## src/rtl/fifo_arb_pkg.sv

```systemverilog
// Shared types and helpers for the FIFO drain arbiter.
package fifo_arb_pkg;

  // Output buffer occupancy.
  typedef enum logic [1:0] {
    EMPTY = 2'd0,
    ONE   = 2'd1,
    TWO   = 2'd2
  } buf_state_t;

  // Width of a source index for n requesters (never less than one bit).
  function automatic int src_width(input int n);
    return (n <= 2) ? 1 : $clog2(n);
  endfunction

endpackage

```

## src/rtl/rr_select.sv

```systemverilog
// Combinational round-robin selector. The search starts at last_grant+1 and
// wraps modulo N. With FIFO_ARB_FULLEST_FIRST_EN defined, the request with
// the largest weight wins; ties go to the earliest position in that search.
module rr_select #(
  parameter int N  = 4,
  parameter int SW = 2,
  parameter int CW = 7
) (
  input  logic [N-1:0]    req,
  input  logic [SW-1:0]   last_grant,
  input  logic [N*CW-1:0] weights,
  output logic            grant_valid,
  output logic [SW-1:0]   grant_idx
);

  // Position of the k-th candidate after last_grant, wrapped into 0..N-1.
  function automatic int rr_pos(input logic [SW-1:0] base, input int k);
    int p;
    p = int'(base) + k;
    if (p >= N) p = p - N;
    return p;
  endfunction

`ifdef FIFO_ARB_FULLEST_FIRST_EN
  logic [CW-1:0] w [N];
  logic [CW-1:0] best;

  for (genvar i = 0; i < N; i++) begin : g_w
    assign w[i] = weights[i*CW +: CW];
  end

  // Walk in round-robin order; only a strictly larger weight displaces the
  // current pick, so ties stay with the earlier round-robin position.
  always_comb begin
    grant_valid = 1'b0;
    grant_idx   = '0;
    best        = '0;
    for (int k = 1; k <= N; k++) begin
      if (req[rr_pos(last_grant, k)] &&
          (!grant_valid || w[rr_pos(last_grant, k)] > best)) begin
        grant_valid = 1'b1;
        grant_idx   = SW'(rr_pos(last_grant, k));
        best        = w[rr_pos(last_grant, k)];
      end
    end
  end
`else
  // Occupancy is ignored in the pure round-robin build.
  logic unused_weights;
  assign unused_weights = ^weights;

  // First requester found in round-robin order wins.
  always_comb begin
    grant_valid = 1'b0;
    grant_idx   = '0;
    for (int k = 1; k <= N; k++) begin
      if (req[rr_pos(last_grant, k)] && !grant_valid) begin
        grant_valid = 1'b1;
        grant_idx   = SW'(rr_pos(last_grant, k));
      end
    end
  end
`endif

endmodule

```

## src/rtl/fifo_drain_arbiter.sv

```systemverilog
// Drains N first-word-fall-through FIFOs onto a single valid/ready stream,
// tagging each word with its source index. A 2-entry buffer (head + skid)
// means pop permission depends only on registered occupancy, so there is
// no combinational path from out_ready to fifo_rd_en.
// Optional build: FIFO_ARB_FULLEST_FIRST_EN grants the fullest FIFO first.
module fifo_drain_arbiter
  import fifo_arb_pkg::*;
#(
  parameter  int N_FIFOS     = 4,
  parameter  int DWIDTH      = 16,
  parameter  int COUNT_WIDTH = 7,
  localparam int SRC_WIDTH   = src_width(N_FIFOS)
) (
  input  logic                           clk,
  input  logic                           rst,
  input  logic [N_FIFOS*DWIDTH-1:0]      fifo_dout,
  input  logic [N_FIFOS-1:0]             fifo_empty,
  input  logic [N_FIFOS*COUNT_WIDTH-1:0] fifo_data_count,
  output logic [N_FIFOS-1:0]             fifo_rd_en,
  output logic [DWIDTH-1:0]              out_data,
  output logic [SRC_WIDTH-1:0]           out_src,
  output logic                           out_valid,
  input  logic                           out_ready
);

  typedef struct packed {
    logic [SRC_WIDTH-1:0] src;
    logic [DWIDTH-1:0]    data;
  } entry_t;

  buf_state_t           state_q, state_d;
  entry_t               head_q, head_d;
  entry_t               skid_q, skid_d;
  logic [SRC_WIDTH-1:0] last_grant_q, last_grant_d;

  logic                 grant_valid;
  logic [SRC_WIDTH-1:0] grant_idx;
  logic                 can_pop, pop, deq;
  entry_t               cap;
  logic [DWIDTH-1:0]    dout_arr [N_FIFOS];

  for (genvar i = 0; i < N_FIFOS; i++) begin : g_dout
    assign dout_arr[i] = fifo_dout[i*DWIDTH +: DWIDTH];
  end

  rr_select #(
    .N  (N_FIFOS),
    .SW (SRC_WIDTH),
    .CW (COUNT_WIDTH)
  ) u_sel (
    .req         (~fifo_empty),
    .last_grant  (last_grant_q),
    .weights     (fifo_data_count),
    .grant_valid (grant_valid),
    .grant_idx   (grant_idx)
  );

  assign out_valid = (state_q != EMPTY);
  assign out_data  = head_q.data;
  assign out_src   = head_q.src;

  // Pop/grant decode and buffer next-state. Popping is suppressed during
  // reset so upstream words are not lost while the buffer is cleared.
  always_comb begin
    state_d      = state_q;
    head_d       = head_q;
    skid_d       = skid_q;
    last_grant_d = last_grant_q;
    can_pop      = (state_q != TWO);
    pop          = can_pop & grant_valid & ~rst;
    deq          = out_valid & out_ready;
    cap.src      = grant_idx;
    cap.data     = dout_arr[grant_idx];
    fifo_rd_en   = pop ? (N_FIFOS'(1) << grant_idx) : '0;
    if (pop) last_grant_d = grant_idx;

    unique case (state_q)
      EMPTY: begin
        if (pop) begin
          state_d = ONE;
          head_d  = cap;
        end
      end
      ONE: begin
        if (pop && deq) begin
          head_d = cap;
        end else if (pop) begin
          state_d = TWO;
          skid_d  = cap;
        end else if (deq) begin
          state_d = EMPTY;
        end
      end
      TWO: begin
        if (deq) begin
          state_d = ONE;
          head_d  = skid_q;
        end
      end
      default: state_d = EMPTY;
    endcase
  end

  // Buffer and round-robin pointer registers; reset makes FIFO 0 first.
  always_ff @(posedge clk) begin
    if (rst) begin
      state_q      <= EMPTY;
      head_q       <= '0;
      skid_q       <= '0;
      last_grant_q <= SRC_WIDTH'(N_FIFOS - 1);
    end else begin
      state_q      <= state_d;
      head_q       <= head_d;
      skid_q       <= skid_d;
      last_grant_q <= last_grant_d;
    end
  end

endmodule

```

## config.mk

```make
export PLATFORM = sky130hd
export DESIGN_NAME = fifo_drain_arbiter
export DESIGN_NICKNAME = d
export VERILOG_FILES = /design/src/rtl/fifo_arb_pkg.sv /design/src/rtl/rr_select.sv /design/src/rtl/fifo_drain_arbiter.sv
export SDC_FILE = /design/constraint.sdc
export NUM_CORES = 1
export LEC_CHECK = 0
export ABC_AREA = 1
export BUFFER_PORTS_ARGS = -buffer_cell sky130_fd_sc_hd__clkbuf_2
export CORE_UTILIZATION = 45
export CTS_BUF_LIST = sky130_fd_sc_hd__clkbuf_8
export CTS_CLUSTER_SIZE = 16
export DETAILED_ROUTE_END_ITERATION = 10
export MAX_ROUTING_LAYER = met4
export PLACE_DENSITY = 0.76
export SKIP_LAST_GASP = 1
export SYNTH_ARGS = -nofsm -noshare
export SYNTH_HDL_FRONTEND = slang
export SYNTH_SLANG_ARGS = --single-unit
```

## constraint.sdc

```tcl
create_clock -name clk -period 2.2 [get_ports clk]
set_clock_uncertainty 0.05 [all_clocks]
set_input_delay 0.11 -clock clk [delete_from_list [all_inputs] [get_ports clk]]
set_output_delay 0.11 -clock clk [all_outputs]
set_load 0.05 [all_outputs]
```

==> metrics <==
status finished with violations; failing checks negative setup slack; core area 6310 um2; synth warn 0; wl on met1 3.37 mm; P_sw 3.65 mW; port bufs 93; Fin. Hold Viols 0; Internal 2.90 mW; DRC viols 0; Layout area overhead 28.3%; crit path DAT 2.09 ns; VDD IR max 0.000974 V; most frequent cells in the layout 137 x nand2_1, 89 x clkbuf_2, 66 x nand3_1; die height 82.6 um; Clock Sinks 40; Ports 122; FF/Latch Area 808 um2; DR iter-0 viols 170; CP bufs+invs 2; Overflow after GRT 0; delay-heaviest family, CP simple AND/OR/NAND/NOR gates; combinational power share 75.8%; LEAKAGE 1.95 nW; Core Rows 29; max_slew headroom 73.6%; worst slew pin tran 0.395 ns; number of synthesized flops with an enable pin 0; syn_nets 569; Final min period 2.25 ns; layout cells sized above 1 31.3%; critical path's slowest cell dfxtp_4; Critical Path Source Type flip-flop; global-route wire length before repair 11.8 mm; via/cell ratio 4.95; top_reg_cell synth dfxtp_1; ANT nets after route 0; routed len/inst 12.3 um; register area share after synthesis 27.4%; Power Total 6.55 mW; DP Worst Slack 0.00224 ns; TritonCTS clock tree done; Max Cap Viol 0; R2R cell count 13; RSZ-0062 raised after global routing true; Tcrit/Tclk final 102%; commonest non-fill, non-tap cell in the layout nand2_1; ant diodes 0; Worst Path Required 2.04 ns; top sig layer met4; worst r2r src last_grant_q[0]; clk slew on worst S/H paths 0.08 ns; Seq pwr share 16.5%; Hold Buf Count CTS 0; #FFs+latches synth 40; final setup fails 1; Hold Path End out_data[7]; Post-Synthesis Cell Area 2930 um2; initial antenna violation count 0; worst path cell trace o21ai_1 > nor2_4 > o21bai_4 > nand2_2 > nor2_4 > clkinv_4 > nor4_4 > buf_12; DR vias 3,146; Worst Setup End Kind primary output; pin count of the biggest net entering global routing 36; Routed WL 7.85 mm; clock root buffer clkbuf_8; setup slack after layout -0.0541 ns; total number of H-tree levels 2; CP most frequent cell nor2_4; Met3 Wirelength 417 um; P per Cell Area 1750 nW/um2; fillcell total 598; Hold Path Cell Cnt 5; Clock Tree Buf Depth 2; Clk pwr share 7.7%; First-pass DRT Iterations 4; met2 wire length 3.94 mm; Tot GR Track Use 22.8%; largest fanout on the critical path 8; critical path class flip-flop to primary output; Slew Viols, Final 0; HP Class input port to flip-flop; Die W 82.6 um; Mapped Cells 470; area occupied by multi-input gates 1830 um2; Fmax 444 MHz; Avg Cell Area, Syn 6.22 um2; Final GP Congestion 0.894; R2R Setup Slk 0.12 ns; vias in the first global route 2,706; Initial Util 46.3%; nets@finish 657; Netlist cell types 31; dpl hpwl 5.25 mm; final core utilization 59.4%; Num CTS Buffers 5; Worst R2R End out_data[11]; Max stage delay on crit path 0.39 ns; clk_lat worst skew 0.29 ns; worst hold path startpoint fifo_dout[23]; ys async rst share 0%; Die Footprint 6830 um2; Sw Ratio 55.8%
layer usage:
metal / GRT usage, % / vias to the layer above
met2: 38.7 / 92
met3: 3.52 / 14
met4: 5.34 / 0
met5: - / -
met1: 28.5 / 1394
li1: - / 1646
power groups by stage:
stage / Combinational, mW / Clock, mW / Sequential (mW)
floorplan: 3.13 / 0 / 1.57
global placement: 4.49 / 0 / 1.06
detailed placement: 4.55 / 0 / 1.07
CTS: 4.63 / 0.517 / 1.06
global route: 5.45 / 0.553 / 1.10
finish: 4.97 / 0.506 / 1.08
kinds of logic (layout without fill, tap and decap cells):
family	after synthesis	in the layout	synth area share, %
AOI/OAI and AO/OA	48	48	8.98
buffers and inverters	90	179	14.4
and+or+nand+nor	290	290	48.6
DFF	40	40	27.4
xor gates and xnor gates	1	1	0.299
muxes	1	1	0.342
synthesized netlist by cell type, types with 3 or more instances:
library cell,instances,share of area [%]
a21oi_1,38,6.5
buf_2,9,1.5
buf_4,3,0.77
buf_6,8,3.1
clkbuf_1,6,0.77
dfxtp_1,40,27
inv_1,59,7.6
inv_2,5,0.64
nand2_1,142,18
nand2_2,8,1.7
nand2_4,4,1.5
nand3_1,68,12
nand3_2,17,5.8
nor2_1,38,4.9
nor2_2,4,0.86
nor2_4,3,1.2
o21ai_0,4,0.68
through the flow:
step,setup TNS (ns),area [um2],hold slack (ns),cells
2_1_floorplan,0,2940,0.247,470
6_report,-0.0541,3750,0.140,636
5_1_grt,-1.35,3750,0.163,636
3_5_place_dp,0,3490,0.404,625
4_1_cts,0,3610,0.137,633
3_3_place_gp,0,3490,0.395,625
flip-flops by register name, summed over array words and instances (netlist names):
register and cells:
state_q 2, out_data 16, out_src 2, skid_q 18, last_grant_q 2
layout make-up:
cell class | count | area share, %
Clock buffer | 6 | 2.20
Clock inverter | 2 | 0.267
Inverter | 64 | 6.67
Multi-Input combinational cell | 340 | 48.9
Sequential cell | 40 | 21.5
Tap cell | 77 | 2.57
Timing Repair Buffer | 107 | 17.9
worst min-delay path: stages:
cell and delay (ns):
clkbuf_2 0.08, nand2_1 0.05, nand3_1 0.07, nand3_1 0.08
a21oi_1 0.05
how the worst max path moves through the flow:
stage | from | slack, ns | end | depth (start not counted)
after floorplan | last_grant_q[0] | 0.005 | fifo_rd_en[2] | 11
after global placement | last_grant_q[0] | 0.09 | out_data[12] | 12
after detailed placement | last_grant_q[0] | 0.002 | out_data[11] | 13
after CTS | last_grant_q[0] | 0.004 | fifo_rd_en[2] | 11
after global routing | last_grant_q[0] | -0.14 | fifo_rd_en[0] | 8
final | last_grant_q[0] | -0.05 | fifo_rd_en[0] | 8
what timing repair did:
item	in CTS	in global routing
setup buffers	0	3
endpoints found under the setup margin	14	24
pin swaps	0	13
resized for setup	9	29
(Power assumes the default switching activity.)
